<file path="src/rtl/armsim_uc_pkg.sv">
// armsim_uc_pkg: microword field positions and NS/CS codes shared by ROM image, sequencer and datapath
package armsim_uc_pkg;
    localparam logic [2:0] NS_ENC  = 3'd0;
    localparam logic [2:0] NS_INC  = 3'd1;
    localparam logic [2:0] NS_JMP  = 3'd2;
    localparam logic [2:0] NS_CBR  = 3'd3;
    localparam logic [2:0] NS_WAIT = 3'd4;
    localparam logic [2:0] NS_CALL = 3'd5;
    localparam logic [2:0] NS_RET  = 3'd6;
    localparam logic [2:0] NS_CRET = 3'd7;
    localparam logic [1:0] CS_MOC  = 2'd0;
    localparam logic [1:0] CS_COND = 2'd1;
    localparam logic [1:0] CS_ONE  = 2'd2;
    localparam logic [1:0] CS_INT  = 2'd3;
    localparam int NS_HI   = 54;
    localparam int NS_LO   = 52;
    localparam int INV_BIT = 51;
    localparam int CS_HI   = 50;
    localparam int CS_LO   = 49;
    localparam int CRA_HI  = 48;
    localparam int CRA_LO  = 43;
endpackage

</file>
<file path="src/rtl/uc_return_stack.sv">
// uc_return_stack: LIFO of return addresses
// Ports: clk, reset (async high), push/pop requests, push_data in, top out, full/empty flags.
// A push while full and a pop while empty are ignored; the caller flags the error.
module uc_return_stack #(
    parameter int DEPTH = 4,
    parameter int W     = 6
) (
    input  logic         clk,
    input  logic         reset,
    input  logic         push,
    input  logic         pop,
    input  logic [W-1:0] push_data,
    output logic [W-1:0] top,
    output logic         full,
    output logic         empty
);
    localparam int SP_W = $clog2(DEPTH) + 1;
    logic [SP_W-1:0] sp_q, sp_d;
    logic [W-1:0] mem_q [DEPTH];
    logic [W-1:0] mem_d [DEPTH];
    logic [SP_W-2:0] wr_ptr, rd_ptr;
    assign full   = sp_q == SP_W'(DEPTH);
    assign empty  = sp_q == '0;
    assign wr_ptr = (SP_W-1)'(sp_q);
    assign rd_ptr = (SP_W-1)'(sp_q - 1'b1);
    assign top    = mem_q[rd_ptr];
    always_comb begin
        mem_d = mem_q;
        sp_d  = sp_q;
        if (push && !full) begin
            mem_d[wr_ptr] = push_data;
            sp_d          = sp_q + 1'b1;
        end else if (pop && !empty) begin
            sp_d = sp_q - 1'b1;
        end
    end
    always_ff @(posedge clk or posedge reset)
        if (reset) sp_q <= '0;
        else       sp_q <= sp_d;
    // Contents are don't-care after reset, so no reset on the storage.
    always_ff @(posedge clk)
        mem_q <= mem_d;
endmodule

</file>
<file path="src/rtl/microprogram_sequencer.sv">
// microprogram_sequencer: next-address generator and control register for the microcoded control unit
// Ports: clk, reset (async high); cw_in (ROM word at rom_index), ir_decode_addr, moc, cond_pass,
// int_req, stall in; rom_index (registered ROM address), cr_out (registered control word),
// stack_err (sticky stack overflow/underflow) out.
module microprogram_sequencer
    import armsim_uc_pkg::*;
#(
    parameter int                ADDR_W      = 6,
    parameter int                CW_W        = 55,
    parameter int                STACK_DEPTH = 4,
    parameter logic [ADDR_W-1:0] RESET_ADDR  = '0,
    parameter logic [ADDR_W-1:0] FETCH_ADDR  = ADDR_W'(1)
) (
    input  logic              clk,
    input  logic              reset,
    input  logic [CW_W-1:0]   cw_in,
    input  logic [ADDR_W-1:0] ir_decode_addr,
    input  logic              moc,
    input  logic              cond_pass,
    input  logic              int_req,
    input  logic              stall,
    output logic [ADDR_W-1:0] rom_index,
    output logic [CW_W-1:0]   cr_out,
    output logic              stack_err
);
    logic [ADDR_W-1:0] rom_index_q, rom_index_d, next_idx, inc, cra, top;
    logic [CW_W-1:0]   cr_out_q, cr_out_d;
    logic              stack_err_q, stack_err_d;
    logic [2:0]        ns;
    logic [1:0]        cs;
    logic              sel, t, push, pop, err, full, empty;
    assign ns  = cw_in[NS_HI:NS_LO];
    assign cs  = cw_in[CS_HI:CS_LO];
    assign cra = cw_in[CRA_HI:CRA_LO];
    assign inc = rom_index_q + 1'b1;
    assign sel = cs == CS_MOC ? moc : cs == CS_COND ? cond_pass : cs == CS_ONE ? 1'b1 : int_req;
    assign t   = sel ^ cw_in[INV_BIT];
    always_comb begin
        next_idx = inc;
        push     = 1'b0;
        pop      = 1'b0;
        err      = 1'b0;
        case (ns)
            NS_ENC:  next_idx = ir_decode_addr;
            NS_INC:  next_idx = inc;
            NS_JMP:  next_idx = cra;
            NS_CBR:  next_idx = t ? cra : inc;
            NS_WAIT: next_idx = t ? inc : rom_index_q;
            NS_CALL: begin
                next_idx = cra;
                push     = 1'b1;
                err      = full;
            end
            NS_RET: begin
                pop      = 1'b1;
                next_idx = empty ? FETCH_ADDR : top;
                err      = empty;
            end
            NS_CRET: begin
                pop      = t;
                next_idx = t ? (empty ? FETCH_ADDR : top) : inc;
                err      = t & empty;
            end
        endcase
        rom_index_d = stall ? rom_index_q : next_idx;
        cr_out_d    = stall ? cr_out_q : cw_in;
        stack_err_d = stack_err_q | (err & ~stall);
    end
    uc_return_stack #(.DEPTH(STACK_DEPTH), .W(ADDR_W)) u_stack (
        .clk       (clk),
        .reset     (reset),
        .push      (push & ~stall),
        .pop       (pop & ~stall),
        .push_data (inc),
        .top       (top),
        .full      (full),
        .empty     (empty)
    );
    always_ff @(posedge clk or posedge reset)
        if (reset) begin
            rom_index_q <= RESET_ADDR;
            cr_out_q    <= '0;
            stack_err_q <= 1'b0;
        end else begin
            rom_index_q <= rom_index_d;
            cr_out_q    <= cr_out_d;
            stack_err_q <= stack_err_d;
        end
    assign rom_index = rom_index_q;
    assign cr_out    = cr_out_q;
    assign stack_err = stack_err_q;
endmodule
</file>
<file path="config.mk">
export PLATFORM = sky130hd
export DESIGN_NAME = microprogram_sequencer
export DESIGN_NICKNAME = d
export VERILOG_FILES = /design/src/rtl/armsim_uc_pkg.sv /design/src/rtl/uc_return_stack.sv /design/src/rtl/microprogram_sequencer.sv
export SDC_FILE = /design/constraint.sdc
export NUM_CORES = 1
export LEC_CHECK = 0
export CORE_UTILIZATION = 40
export DETAILED_ROUTE_END_ITERATION = 6
export DONT_BUFFER_PORTS = 1
export SETUP_SLACK_MARGIN = 0.02
export SYNTH_ARGS = -nofsm -noshare
export SYNTH_HDL_FRONTEND = slang
export SYNTH_SLANG_ARGS = --single-unit
</file>
<file path="constraint.sdc">
create_clock -name clk -period 2.7 [get_ports clk]
set_clock_uncertainty 0.2 [all_clocks]
set_input_delay 0.54 -clock clk [delete_from_list [all_inputs] [get_ports clk]]
set_output_delay 0.54 -clock clk [all_outputs]
set_load 0.01 [all_outputs]
</file>
==> results of run 1 <==
==> path summary, 6_finish.rpt <==
check,from,endpoint,slack (ns),depth (start not counted)
worst max-delay path,rom_index[2],rom_index[5],0.41,6
worst min-delay path,stall,cr_out[54],0.13,1
worst max register to register,rom_index[2],rom_index[5],0.41,6
worst min register to register,u_stack.sp_q[2],u_stack.sp_q[2],0.35,1
max in group asynchronous,reset,rom_index[1],1.13,3
min in group asynchronous,reset,cr_out[9],0.46,2
==> registers in the layout, indices dropped and copies added, names as in the netlist <==
| register | flops |
|---|---|
| cr_out | 55 |
| u_stack.mem_q | 24 |
| rom_index | 6 |
| u_stack.sp_q | 3 |
| stack_err | 1 |
==> worst max-delay path: stages, from the launching register on <==
cell      delay [ns]
dfrtp_1         0.48
nand3_1         0.15
or2_1           0.27
xnor2_1         0.46
a222oi_1        0.14
a311o_1         0.36
a31oi_1         0.16
==> Yosys cell counts, types with 4 or more instances <==
cell	n
dfrtp_1	65
mux2_2	54
edfxtp_1	24
nand2_1	15
nor2_1	13
o21ai_0	9
inv_1	7
a21oi_1	6
clkbuf_1	6
ha_1	6
mux4_2	6
and2_1	5
nand2b_1	5
nand3_1	5
a31oi_1	4
buf_4	4
xnor2_1	4
==> cell type report <==
type / instances / area [um2]
clock buffers: 13 / 139
clock inverters: 3 / 20.0
fillers: 919 / 5430
inverters: 7 / 26.3
multi-input cells: 181 / 1530
flip-flops and latches: 89 / 2350
well taps: 133 / 166
repair buffers: 8 / 62.6
==> power by group through the flow <==
stage               registers [uW]  logic (uW)  clock network [uW]
floorplan                     1740         559                   0
global placement              1770         709                   0
detailed placement            1770         719                   0
CTS                           1750         724                 813
global route                  1760         791                 862
finish                        1740         706                 780
==> through the flow <==
step                utilization, %  total power [uW]  cell area [um2]  instances
detailed placement            42.4              2490             4130        417
floorplan                        -              2300             4000        294
CTS                           44.1              3290             4300        434
global placement              42.4              2480             4130        417
finish                        44.1              3230             4300        434
global route                  44.1              3420             4300        434
==> kinds of logic (layout without fill, tap and decap cells) <==
| family | Yosys count | count (layout) | synth area share (%) |
|---|---|---|---|
| DFF | 89 | 89 | 58.7 |
| muxes | 62 | 62 | 19.1 |
| and+or+nand+nor | 61 | 61 | 7.95 |
| AOI/OAI and AO/OA | 46 | 46 | 8.14 |
| buffers and inverters | 24 | 31 | 2.91 |
| adders and majority gates | 6 | 6 | 1.88 |
| xor gates and xnor gates | 6 | 6 | 1.31 |
==> metal layers <==
| metal | global-route usage (%) | vias to the layer above | wire (um) |
|---|---|---|---|
| met5 | 0 | - | 0 |
| met4 | 7.36 | 0 | 170 |
| met3 | 4.92 | 14 | 770 |
| met2 | 26.4 | 131 | 3920 |
| met1 | 20.8 | 1168 | 3300 |
| li1 | - | 1078 | - |
==> impl_metrics.yaml, run 1 <==
place:
  gp_congestion: 0.853
  pre_cts_ws_ns: 0.313
  hpwl_um: 5820
  port_buffers: 0
routing:
  first_pass_iters: 4
  drcViolationCount: 0
  vias_per_cell: 5.51
  vias: 2391
  drt_wl_total_um: 8170
  postRouteAntennaNets: 0
  drtIter0Drc: 55
  wl_per_cell_um: 18.8
die:
  dieWidth_um: 102
  fp-row-count: 36
  die_area_mm2: 0.0104
  ios: 129
  start_util_pct: 41.1
  die_y_um: 102
  core-area_mm2: 0.00973
layout:
  diodes: 0
  layout_common_cells: "dfrtp_1 (65), mux2_2 (54), edfxtp_1 (24)"
  layout_commonest_cell: "dfrtp_1"
  fin_nets: 369
  drive_gt1_share_pct: 28.9
  area_growth_syn_to_layout_pct: 7.45
critical_path:
  crit_required_ns: 2.77
  end_kind: "flop"
  criticalPathCategory: "reg -> reg"
  start_kind: "flop"
  crit_fanout: 7
  worst_ep_arrival_time_ns: 2.36
cts:
  cts_buffers: 9
  cts.hold.buffers_added: 1
  clk_pin_slew_worst_paths_ns: 0.08
  insertion_delay_ns: 0.35
  cts_tree: "done"
  cts_root_buf: "clkbuf_8"
  cts_setup_buffers: 0
  cts_resized: 0
  cts-htree-levels: 3
  cts_num_sinks: 89
  cts_buffer_depth: 2
sta:
  fmax_mhz: 437
  setup_ws_ns: 0.413
  setup_viol: 0
  slew_headroom_pct: 63.0
  holdWs_ns: 0.127
  period_minus_slack_ns: 2.29
  rsz0062_at_grt: "false"
  tightest_slew_ns: 0.552
  timing.final.crit_share_pct: 84.7
  hold_violations: 0
  fin_tns_setup_ns: 0
  drv_slew: 0
synth:
  synth_ff_type: "dfrtp_1"
  ys_ff_latch: 89
  synth_warnings: 0
  synth_nets: 367
  synth.distinct_cells: 55
  synth.largest_area_cell: "dfrtp_1"
  synthTopCellsByArea: "dfrtp_1 (41%), edfxtp_1 (18%), mux2_2 (15%), mux4_2 (3.4%), ha_1 (1.9%)"
  synth_top_area_share_pct: 40.7
  yosysSeqAreaShare_pct: 58.7
  synth_edf_count: 24
  synthesis.area_mm2: 0.00400
  async_flop_share_pct: 73.0
  syn_avg_cell_area_um2: 13.6
  syn_inst: 294
grt:
  grt_pass1_vias: 2499
  grt_pass1_wl_um: 12900
  antenna_found_initial: 0
  grt_use_total_pct: 16.5
  grt_overflow: 0
  grt_max_degree: 64
power_and_ir_drop:
  sw_frac_of_total_pct: 30.4
  ir_drop_v: 0.000279
  combPwrFrac_pct: 21.8
  clockPowerShare_pct: 24.2
  powerDensity_mw_per_mm2: 752
  switching_power_uw: 982
  power_report.internal_total_uw: 2250
  seq_power_share_pct: 54.0
  leakage_uw: 0.00165
job:
  drv_cap: 0
hold_path:
  hp-class: "in -> reg"
outcome:
  status: "complete, no violations"
Note: power is estimated with default switching activity, not from simulation.
==> run 2: changes to the inputs <==
Settings changed: ABC_AREA from default to 1.
Clock period 2.7 ns to 2.2 ns, I/O delays scaled along.
==> run 2 against run 1 <==
Combinational power grew 63%. Hold slack got worse by 0.094 ns. Area after synthesis shrank 0.50%. Largest cell class unchanged.
==> impl_metrics.yaml, run 2 <==
layout:
  largest_register_ffs: 55
  layout_common_cells: "nand2_1 (215), dfrtp_1 (65), dlygate4sd3_1 (54)"
  area_growth_syn_to_layout_pct: 23.4
  utilization_pct: 50.7
  diodes: 0
  layout_commonest_cell: "nand2_1"
  fill_cells: 863
  drive_gt1_share_pct: 5.65
  fin_nets: 599
critical_path:
  path_buf_inv: 1
  ff2ff_setup_slack_ns: 0.12
  crit_chain: "inv_1 > ha_1 > nand2_1 > nand4_2 > nor2_1"
  criticalPathCategory: "reg -> reg"
  end_kind: "flop"
  timing.rr.start: "u_stack.sp_q[1]"
  crit_fanout: 10
  start_kind: "flop"
  worst_ep_arrival_time_ns: 1.88
  crit_required_ns: 2.00
  worst-r2r-cell-count: 5
  crit_family: "simple AND/OR/NAND/NOR gates"
  r2r_end: "u_stack.mem_q[0]"
  slowest_delay_ns: 0.49
  cpMaxStageDelayCell: "nor2_1"
sta:
  slew_headroom_pct: 58.5
  timing.final.crit_share_pct: 94.6
  setup_viol: 0
  setup_ws_ns: 0.119
  fin_tns_setup_ns: 0
  period_minus_slack_ns: 2.08
  rsz0062_at_grt: "true"
  fmax_mhz: 480
  drv_slew: 0
  hold_violations: 0
  tightest_slew_ns: 0.621
  holdWs_ns: 0.0325
grt:
  grt_use_total_pct: 21.2
  grt_overflow: 0
  grt_pass1_vias: 3298
  antenna_found_initial: 0
  grt_pass1_wl_um: 16200
  grt_max_degree: 57
hold_path:
  min_delay_worst_endpoint: "cr_out[0]"
  hold_path_depth: 2
  hp-class: "in -> reg"
  holdCritStartpoint: "cw_in[0]"
die:
  dieWidth_um: 102
  core-area_mm2: 0.00968
  die_y_um: 102
  fp-row-count: 36
  die_area_mm2: 0.0103
  ios: 129
  start_util_pct: 41.1
job:
  drv_cap: 0
synth:
  synth_warnings: 0
  yosysSeqAreaShare_pct: 59.0
  synth.largest_area_cell: "dfrtp_1"
  synthTopCellsByArea: "dfrtp_1 (41%), nand2_1 (20%), edfxtp_1 (18%), nor2_1 (4.0%), o21ai_0 (2.9%)"
  synth.distinct_cells: 23
  async_flop_share_pct: 73.0
  ys_ff_latch: 89
  synth_edf_count: 24
  synth_ff_type: "dfrtp_1"
  synthesis.area_mm2: 0.00398
  syn_avg_cell_area_um2: 8.50
  synth.most_common_cell: "nand2_1"
  synth_nets: 541
  synth_top_area_share_pct: 40.9
  synth_commonest_cells: "nand2_1 (215), dfrtp_1 (65), nor2_1 (42)"
  syn_inst: 468
cts:
  clk_pin_slew_worst_paths_ns: 0.09
  cts_buffers: 9
  cts-htree-levels: 3
  cts_root_buf: "clkbuf_8"
  insertion_delay_ns: 0.36
  cts_tree: "done"
  cts_num_sinks: 89
  cts_setup_buffers: 0
  cts_buffer_depth: 2
routing:
  vias_per_cell: 4.96
  vias: 3292
  wl_per_cell_um: 15.6
  met1_length_um: 4310
  wl_met2_um: 4940
  drcViolationCount: 0
  drtIter0Drc: 162
  wl_met3_um: 881
  drt_wl_total_um: 10400
  postRouteAntennaNets: 0
  first_pass_iters: 5
  maxUsedRoutingLayer: "met4"
power_and_ir_drop:
  leakage_uw: 0.00238
  powerDensity_mw_per_mm2: 884
  ir_drop_v: 0.000373
place:
  gp_congestion: 0.954
  pre_cts_ws_ns: 0.122
  hpwl_um: 6880
  port_buffers: 0
outcome:
  status: "complete, no violations"
-- run 2: report_power, final --
group / switching (uW) / internal [uW]
sequential: 193 / 1900
combinational: 724 / 428
clock: 606 / 490
-- run 2: cell families (layout without fill, tap and decap cells) --
family	count (synthesis)	count (layout)	share of synthesized area [%]
AOI/OAI and AO/OA	33	33	4.40
xor gates and xnor gates	7	7	1.54
adders and majority gates	6	6	1.89
buffers and inverters	45	108	4.47
DFF	89	89	59.0
and+or+nand+nor	288	288	28.7
-- run 2: how the worst max path moves through the flow --
| stage | from | to | slack (ns) | depth (start not counted) |
|---|---|---|---|---|
| 5_1_grt | u_stack.sp_q[1] | u_stack.mem_q[20] | -0.0007 | 5 |
| 2_1_floorplan | u_stack.sp_q[0] | u_stack.mem_q[0] | 0.11 | 6 |
| 3_3_place_gp | u_stack.sp_q[1] | u_stack.mem_q[13] | 0.19 | 5 |
| 6_report | u_stack.sp_q[1] | u_stack.mem_q[0] | 0.12 | 5 |
| 4_1_cts | u_stack.sp_q[1] | u_stack.mem_q[2] | 0.11 | 5 |
| 3_5_place_dp | u_stack.sp_q[1] | u_stack.mem_q[4] | 0.12 | 5 |
-- run 2: timing repair --
| action | 4_1_cts | 5_1_grt |
|---|---|---|
| resized for setup | 0 | 0 |
| setup endpoints to repair | 0 | 18 |
| hold buffers | 54 | 1 |
| hold endpoints to repair | 82 | 1 |
-- run 2: metal layers --
metal	GRT usage, %	vias to the layer above
met5	0	-
met4	10.5	0
met3	5.94	24
met2	35.1	152
met1	25.5	1524
li1	-	1592
-- run 2: cell type report --
class | count | area, um2 | area share (%)
multi-input cells | 334 | 1450 | 29.6
inverters | 29 | 113 | 2.29
flip-flops and latches | 89 | 2350 | 47.8
well taps | 133 | 166 | 3.39
repair buffers | 63 | 633 | 12.9
clock inverters | 6 | 48.8 | 0.994
clock buffers | 10 | 149 | 3.03
-- run 2: through the flow --
stage | cell area [um2] | total power [uW] | cells
floorplan | 3980 | 2850 | 468
global route | 4910 | 4590 | 664
finish | 4910 | 4340 | 664
global placement | 4150 | 3160 | 593
detailed placement | 4150 | 3150 | 593
CTS | 4900 | 4360 | 663
